File: config.mk
export PLATFORM = sky130hd
export DESIGN_NAME = reg_write_sequencer
export DESIGN_NICKNAME = d
export VERILOG_FILES = /design/src/rtl/alu_pkg.sv /design/src/rtl/reg_write_sequencer.sv
export SDC_FILE = /design/constraint.sdc
export NUM_CORES = 1
export LEC_CHECK = 0
export CAP_MARGIN = 20
export CORE_MARGIN = 2
export CORE_UTILIZATION = 41
export CTS_CLUSTER_DIAMETER = 30
export DETAILED_ROUTE_END_ITERATION = 10
export PLACE_DENSITY = 0.82
export SYNTH_ARGS = -nofsm -noshare
export SYNTH_HDL_FRONTEND = slang
export SYNTH_SLANG_ARGS = --single-unit
File: constraint.sdc
create_clock -name Clock -period 2.6 [get_ports Clock]
set_input_delay 0.52 -clock Clock [delete_from_list [all_inputs] [get_ports Clock]]
set_output_delay 0.52 -clock Clock [all_outputs]
set_load 0.005 [all_outputs]
File: src/rtl/alu_pkg.sv
// alu_pkg: constants and types shared between the datapath register file and
// the blocks that drive its E/FunSel/I port.
//   FS_*           3-bit register function selects
//   cmd_op_t       write-command opcode seen by reg_write_sequencer
//   seq_state_t    reg_write_sequencer FSM states
//   expected_value value a register must hold after a command completes
package alu_pkg;

  localparam logic [2:0] FS_DEC      = 3'b000;
  localparam logic [2:0] FS_INC      = 3'b001;
  localparam logic [2:0] FS_LOAD     = 3'b010;
  localparam logic [2:0] FS_CLR      = 3'b011;
  localparam logic [2:0] FS_CLRH_WRL = 3'b100;
  localparam logic [2:0] FS_WRL      = 3'b101;
  localparam logic [2:0] FS_WRH      = 3'b110;
  localparam logic [2:0] FS_SEXT     = 3'b111;

  typedef enum logic [1:0] {
    OP_WORD    = 2'd0,
    OP_BYTE_ZX = 2'd1,
    OP_BYTE_SX = 2'd2,
    OP_CLEAR   = 2'd3
  } cmd_op_t;

  typedef enum logic [1:0] {
    S_IDLE    = 2'd0,
    S_BEAT_LO = 2'd1,
    S_BEAT_HI = 2'd2,
    S_CHECK   = 2'd3
  } seq_state_t;

  function automatic logic [15:0] expected_value(cmd_op_t op, logic [15:0] data);
    logic [15:0] v;
    case (op)
      OP_WORD:    v = data;
      OP_BYTE_ZX: v = {8'h00, data[7:0]};
      OP_BYTE_SX: v = {{8{data[7]}}, data[7:0]};
      default:    v = 16'h0000;
    endcase
    return v;
  endfunction

endpackage

File: src/rtl/reg_write_sequencer.sv
// reg_write_sequencer: takes one write command per Cmd_Valid/Cmd_Ready
// handshake and plays it onto the selected register's E/FunSel/I port, then
// reads the register back through Q_All and flags a mismatch.
//   Clock, Reset            rising-edge clock, async active-low reset
//   Cmd_Valid/Ready         command handshake (Ready only in IDLE)
//   Cmd_Op/Sel/Data         opcode, target register index, write data
//   E/FunSel/I              register write port (E one-hot, Moore)
//   Q_All                   packed register outputs, reg k at [16k+15:16k]
//   Done/Mismatch/Err       completion pulse with read-back and bad-sel flags
module reg_write_sequencer
  import alu_pkg::*;
#(
  parameter int NUM_REGS  = 4,
  parameter bit BYTE_LANE = 1'b1
) (
  input  logic                   Clock,
  input  logic                   Reset,
  input  logic                   Cmd_Valid,
  output logic                   Cmd_Ready,
  input  logic [1:0]             Cmd_Op,
  input  logic [1:0]             Cmd_Sel,
  input  logic [15:0]            Cmd_Data,
  output logic [NUM_REGS-1:0]    E,
  output logic [2:0]             FunSel,
  output logic [15:0]            I,
  input  logic [16*NUM_REGS-1:0] Q_All,
  output logic                   Done,
  output logic                   Mismatch,
  output logic                   Err
);

  seq_state_t state, state_nxt;

  cmd_op_t     op_q;
  logic [1:0]  sel_q;
  logic [15:0] data_q;
  logic [15:0] exp_q;
  logic        err_q;

  logic                accept;
  logic                sel_bad;
  logic [NUM_REGS-1:0] sel_oh;
  logic [15:0]         rd_q;

  assign accept  = Cmd_Valid && (state == S_IDLE);
  assign sel_bad = int'(Cmd_Sel) >= NUM_REGS;

  always_ff @(posedge Clock or negedge Reset) begin
    if (!Reset) begin
      state  <= S_IDLE;
      op_q   <= OP_WORD;
      sel_q  <= 2'd0;
      data_q <= 16'h0000;
      exp_q  <= 16'h0000;
      err_q  <= 1'b0;
    end else begin
      state <= state_nxt;
      if (accept) begin
        op_q   <= cmd_op_t'(Cmd_Op);
        sel_q  <= Cmd_Sel;
        data_q <= Cmd_Data;
        exp_q  <= expected_value(cmd_op_t'(Cmd_Op), Cmd_Data);
        err_q  <= sel_bad;
      end
    end
  end

  always_comb begin
    state_nxt = state;
    case (state)
      S_IDLE: begin
        if (accept) begin
          if (sel_bad)
            state_nxt = S_CHECK;
          else if (BYTE_LANE && (cmd_op_t'(Cmd_Op) == OP_WORD))
            state_nxt = S_BEAT_LO;
          else
            state_nxt = S_BEAT_HI;
        end
      end
      S_BEAT_LO: state_nxt = S_BEAT_HI;
      S_BEAT_HI: state_nxt = S_CHECK;
      default:   state_nxt = S_IDLE;
    endcase
  end

  // Decode the latched index against the real register count so an
  // out-of-range sel can never raise an E bit or alias another register.
  always_comb begin
    sel_oh = '0;
    rd_q   = 16'h0000;
    for (int k = 0; k < NUM_REGS; k++) begin
      if (!err_q && (int'(sel_q) == k)) begin
        sel_oh[k] = 1'b1;
        rd_q      = Q_All[16*k +: 16];
      end
    end
  end

  always_comb begin
    Cmd_Ready = (state == S_IDLE);
    E         = '0;
    FunSel    = FS_DEC;
    I         = 16'h0000;
    Done      = 1'b0;
    Mismatch  = 1'b0;
    Err       = 1'b0;
    case (state)
      S_BEAT_LO: begin
        E      = sel_oh;
        FunSel = FS_WRL;
        I      = {8'h00, data_q[7:0]};
      end
      S_BEAT_HI: begin
        E = sel_oh;
        case (op_q)
          OP_WORD: begin
            if (BYTE_LANE) begin
              FunSel = FS_WRH;
              I      = {8'h00, data_q[15:8]};
            end else begin
              FunSel = FS_LOAD;
              I      = data_q;
            end
          end
          OP_BYTE_ZX: begin
            FunSel = FS_CLRH_WRL;
            I      = {8'h00, data_q[7:0]};
          end
          OP_BYTE_SX: begin
            FunSel = FS_SEXT;
            I      = {8'h00, data_q[7:0]};
          end
          default: begin
            FunSel = FS_CLR;
            I      = 16'h0000;
          end
        endcase
      end
      S_CHECK: begin
        // Beats were captured at the previous edges, so Q is already post-write.
        Done     = 1'b1;
        Err      = err_q;
        Mismatch = !err_q && (rd_q != exp_q);
      end
      default: ;
    endcase
  end

endmodule

==> results.json, run 1 <==
{
  "netSwitchingFraction_pct": 34.07,
  "synth.distinct_cells": 35,
  "drt_first_iter_violations": 53,
  "grt_first_pass_wirelength_um": 9639,
  "gp_congestion": 0.8428,
  "finalHoldViolCount": 0,
  "critPathKind": "reg -> out",
  "syn_inst": 203,
  "period_minus_slack_ps": 2837,
  "clock-sinks": 38,
  "p_sw_w": 0.001312,
  "hold_path.class": "in -> async",
  "cp-start-kind": "flip-flop",
  "maxSlewViolCount": 0,
  "ys_ff_latch": 38,
  "area_delta_synth_final_pct": 57.48,
  "grt_pass1_vias": 2075,
  "p_per_area_mw_per_mm2": 1022,
  "clock_skew_ps": 1.911,
  "clk_latency_ps": 280,
  "worst_slew_pin_slew_ps": 814.4,
  "insertedDiodeCount": 0,
  "tritoncts": "yes",
  "drive_above_1_share_pct": 25.31,
  "drv_cap": 0,
  "r2r_setup_slack_ps": 980,
  "status": "finished with violations",
  "power.leakage_nw": 1.626,
  "seqPwrFrac_pct": 29.9,
  "core_mm2": 0.005574,
  "arrival_ps": 2320,
  "crit_required_ps": 2080,
  "fmax_ghz": 0.3525,
  "ant_nets": 0,
  "wl_um": 6441,
  "antenna_found_initial": 0,
  "vias": 2035,
  "initial_utilization_pct": 42.92,
  "p_total_w": 0.003850,
  "nFillCells": 419,
  "reg2reg_depth": 5,
  "pre_cts_slack_ps": -636.2,
  "nets": 419,
  "grtUsageTotal_pct": 19.36,
  "async_reset_ff_share_pct": 100.0,
  "gr-total-overflow": 0,
  "r2r_end": "data_q[7]",
  "drcViolationCount": 0,
  "grt_max_degree": 39,
  "yosysSeqAreaShare_pct": 39.75,
  "synth-main-ff-cell": "dfrtp_1",
  "holdBufCountCts": 0,
  "violations": "setup timing",
  "cts_max_path_buffers": 2,
  "port_buffers": 104,
  "cts_made_buffers": 5,
  "p_int_w": 0.002538,
  "viasPerCell": 5.139,
  "cts-root-buf": "clkbuf_8",
  "firstDrtPassIters": 4,
  "p_comb_share_pct": 59.8,
  "crit_fanout": 5,
  "synth_edf_count": 0,
  "dieHeight_um": 80.39,
  "wire_per_inst_um": 16.27,
  "syn-cell-area_mm2": 0.002392,
  "synth_warnings": 0,
  "synth_area_per_cell_um2": 11.78,
  "cts_max_level": 2,
  "relSlewSlack_pct": 45.71,
  "num_io_pins": 114,
  "cp-end-kind": "output port",
  "clk_pin_slew_ps": 70,
  "rsz0062_at_grt": "yes",
  "reg2reg_from": "state[1]",
  "hpwl_um": 5111,
  "die_w_um": 80.39,
  "ir_drop_v": 0.0004613,
  "setup_tns_ps": -236.9,
  "clock_power_share_pct": 10.3,
  "finalSetupViolCount": 1,
  "timing.final.crit_share_pct": 109.1,
  "die-area_mm2": 0.006462,
  "num_rows": 27,
  "setup_ws_ps": -236.9
}
## power by group through the flow
stage | Combinational, W | Clock, W | Sequential (W)
after floorplan | 0.00132 | 0 | 0.00106
after global placement | 0.00203 | 0 | 0.00113
after detailed placement | 0.00210 | 0 | 0.00115
after CTS | 0.00223 | 0.000409 | 0.00114
after global routing | 0.00250 | 0.000436 | 0.00119
final | 0.00230 | 0.000397 | 0.00115
## cells in the mapped netlist, drive strengths merged, types with 2 or more instances
library cell  count  area share [%]
a21oi            10             2.1
a22o             16             5.9
and3              2            0.52
buf              12             3.7
clkbuf           10             1.6
dfrtp            38              40
ha                9             4.7
inv               5            0.78
mux2             19             8.9
mux4             16              15
nand2            15             2.4
nand3             2            0.42
nand4             2            0.52
nor2              3            0.47
nor2b             2            0.52
nor4              2            0.52
o21a              3            0.94
o21ai            10             2.1
xnor2             8             2.9
xor2              8             2.9
## state kept, by name, indices dropped and copies added (netlist names)
signal	count
op_q	2
sel_q	2
data_q	16
state	2
exp_q	16
## kinds of logic after synthesis
kind of cell,share of synthesized area [%]
xor gates and xnor gates,5.858
other,0.1568
DFF,39.75
adders and majority gates,4.707
muxes,24.16
AOI/OAI and AO/OA,12.40
buffers and inverters,6.171
and+or+nand+nor,6.799
## cell type report
cell class	instances	area [µm²]	area share (%)
clock buffers	7	86.33	2.292
clock inverters	1	5.005	0.1328
inverters	6	22.52	0.5978
multi-input cells	145	1374	36.47
flip-flops and latches	38	953.4	25.31
well taps	72	90.09	2.391
repair buffers	127	1236	32.81
## critical path, stage by stage, from the launching register on
cell and delay (ps):
dfrtp_2 430, clkbuf_16 170, mux4_2 500, xor2_1 170, nor4_2 310, nand2_1 90, o31a_1 240, buf_2 130
## stage by stage
stage | cell area, µm² | hold slack, ps | cells | util [%]
floorplan | 2422 | 224.4 | 211 | -
global placement | 3546 | 486.7 | 378 | 63.61
detailed placement | 3546 | 495.4 | 378 | 63.61
CTS | 3710 | 352.7 | 393 | 66.55
global route | 3767 | 391.2 | 396 | 67.59
finish | 3767 | 332.9 | 396 | 67.59
## worst max-delay path by stage
stage	start	end	depth (start not counted)	slack, ps
floorplan	sel_q[0]	Mismatch	6	320
global placement	Q_All[37]	Mismatch	7	-620
detailed placement	Q_All[54]	Mismatch	7	-640
CTS	sel_q[0]	Mismatch	8	-250
global route	sel_q[0]	Mismatch	8	-350
finish	sel_q[0]	Mismatch	7	-240
## cells in the final DEF, fill, tap and decap left out, drive strengths merged, types with 3 or more instances in the layout
master	n
conb	9
o21a	3
mux2	19
dfrtp	38
xnor2	8
clkbuf	9
o21ai	10
nand2	15
ha	9
a22o	16
nor2	3
buf	24
dlygate4sd2	12
mux4	16
clkdlybuf4s50	87
xor2	8
inv	5
a21oi	10
## what timing repair did
item | in CTS | in global routing
hold endpoints to repair | 0 | 0
pin swaps | 2 | 2
cloned | 0 | 1
buffers inserted | 7 | 3
resized for setup | 30 | 11
endpoints found under the setup margin | 9 | 7
## routing by layer
layer / routed length [µm] / track usage (%) / vias to the layer above
met5: 0 / 0 / -
li1: - / - / 968
met4: 96 / 5.593 / 0
met3: 608 / 5.618 / 8
met1: 2561 / 23.86 / 971
met2: 3175 / 32.92 / 88
Note: power is estimated with default switching activity, not from simulation.
==> run 2: changes to the inputs <==
Settings changed: CORE_ASPECT_RATIO from default to 1.4, PLACE_DENSITY 0.82 to 0.8, SLEW_MARGIN from default to 20.
==> results.json, run 2 (synthesized netlist as in run 1, its figures left out) <==
{
  "seq_area_um2": 950.9,
  "p_sw_w": 0.001330,
  "drv_cap": 0,
  "area_delta_synth_final_pct": 57.53,
  "r2r_end": "data_q[1]",
  "nFillCells": 430,
  "grt_max_degree": 39,
  "final_common_cell": "clkdlybuf4s50_1",
  "reg2reg_from": "state[1]",
  "wl_um": 6397,
  "cp-end-kind": "output port",
  "drcViolationCount": 0,
  "critPathKind": "in -> out",
  "p_per_area_mw_per_mm2": 1034,
  "cp-start-kind": "input port",
  "viasPerCell": 5.158,
  "gr-total-overflow": 0,
  "wl_met1_um": 2437,
  "reg2reg_depth": 5,
  "netSwitchingFraction_pct": 34.12,
  "drt_first_iter_violations": 43,
  "seqPwrFrac_pct": 29.0,
  "rsz0062_at_grt": "yes",
  "violations": "setup timing",
  "antenna_found_initial": 0,
  "crit_fanout": 1,
  "dpl_cell_area_mm2": 0.003556,
  "clk_latency_ps": 280,
  "relSlewSlack_pct": 46.27,
  "ant_nets": 0,
  "ir_drop_v": 0.0007381,
  "port_buffers": 104,
  "die-area_mm2": 0.006471,
  "top_regs": "data_q x16, exp_q x16",
  "vias": 2022,
  "p_comb_share_pct": 58.7,
  "tritoncts": "yes",
  "fmax_ghz": 0.3484,
  "dieHeight_um": 94.38,
  "status": "finished with violations",
  "crit_family": "buffers and inverters",
  "gp_congestion": 0.7481,
  "grt_pass1_vias": 1942,
  "cts_made_buffers": 5,
  "multiInputGateArea_mm2": 0.001381,
  "hold_path.class": "in -> async",
  "firstDrtPassIters": 4,
  "clock-sinks": 38,
  "arrival_ps": 2350,
  "clk_pin_slew_ps": 70,
  "holdBufCountCts": 0,
  "crit_chain": "clkdlybuf4s50_1 > mux4_2 > xor2_2 > nor4_4 > nand2_1 > o31a_1 > buf_2",
  "core_mm2": 0.005565,
  "maxSlewViolCount": 0,
  "critPathBufInv": 2,
  "finalHoldViolCount": 0,
  "r2r_setup_slack_ps": 850,
  "cts-root-buf": "clkbuf_8",
  "hpwl_um": 5149,
  "die_w_um": 68.56,
  "cts_max_path_buffers": 2,
  "timing.final.crit_share_pct": 110.4,
  "power.leakage_nw": 1.614,
  "worst_slew_pin_slew_ps": 806.0,
  "max_stage_delay_ps": 500,
  "period_minus_slack_ps": 2871,
  "cts_max_level": 2,
  "critical_path_depth": 7,
  "setup_ws_ps": -270.6,
  "mostFrequentLayoutCells": "92 x clkdlybuf4s50_1, 38 x dfrtp_1, 20 x buf_4, 19 x mux2_2",
  "finalSetupViolCount": 1,
  "met3_wirelength_um": 461,
  "clock_power_share_pct": 12.3,
  "dr.max_layer_used": "met4",
  "num_io_pins": 114,
  "clock_skew_ps": 7.444,
  "grtUsageTotal_pct": 19.61,
  "p_int_w": 0.002568,
  "nets": 419,
  "slowest_stage": "mux4_2",
  "finish.instance_area_mm2": 0.003769,
  "num_rows": 32,
  "met2_length_um": 3373,
  "initial_utilization_pct": 42.99,
  "wire_per_inst_um": 16.32,
  "grt_first_pass_wirelength_um": 9225,
  "drive_above_1_share_pct": 25.31,
  "final_core_util_pct": 67.72,
  "insertedDiodeCount": 0,
  "crit_required_ps": 2080,
  "pre_cts_slack_ps": -685.1
}
run 2: routing by layer:
layer  vias up  global-route usage, %
met3         8                  4.887
met2        72                  33.73
met5         -                      0
met1       974                  22.90
li1        968                      -
met4         0                  7.500
run 2: how the worst max path moves through the flow:
| stage | startpoint | end |
|---|---|---|
| after floorplan | sel_q[0] | Mismatch |
| after global placement | Q_All[21] | Mismatch |
| after detailed placement | Q_All[54] | Mismatch |
| after CTS | sel_q[0] | Mismatch |
| after global routing | sel_q[0] | Mismatch |
| final | Q_All[54] | Mismatch |
run 2: power by group through the flow:
stage | sequential (W) | combinational [W] | clock (W)
finish | 0.00113 | 0.00229 | 0.000481
global route | 0.00117 | 0.00249 | 0.000519
CTS | 0.00113 | 0.00217 | 0.000489
detailed placement | 0.00114 | 0.00210 | 0
global placement | 0.00113 | 0.00207 | 0
floorplan | 0.00106 | 0.00132 | 0
run 2: stage by stage:
| stage | hold slack [ps] | power [W] | TNS, ps | instances |
|---|---|---|---|---|
| global placement | 489.7 | 0.003195 | -663.6 | 376 |
| finish | 318.2 | 0.003897 | -270.6 | 392 |
| floorplan | 224.4 | 0.002378 | 0 | 211 |
| global route | 377.8 | 0.004178 | -445.7 | 392 |
| detailed placement | 493.7 | 0.003243 | -685.1 | 376 |
| CTS | 337.5 | 0.003786 | -332.4 | 389 |
run 2: area by class of cell:
| type | instances | share of cell area, % |
|---|---|---|
| multi-input cells | 145 | 36.65 |
| repair buffers | 127 | 32.37 |
| flip-flops and latches | 38 | 25.23 |
| well taps | 68 | 2.258 |
| clock buffers | 5 | 1.826 |
| clock inverters | 3 | 1.062 |
| inverters | 6 | 0.5976 |
run 2: what timing repair did:
item                                    in CTS  in global routing
endpoints found under the setup margin       9                  5
pin swaps                                    4                  4
buffers inserted                             5                  3
endpoints found under the hold margin        0                  0
gates resized for setup                     23                  8
run 2: worst register-to-register path, stage by stage, from the launching register on:
cell     delay, ps
dfrtp_1        380
inv_1           90
ha_1           250
nand2_1        190
buf_4          340
mux2_2         390
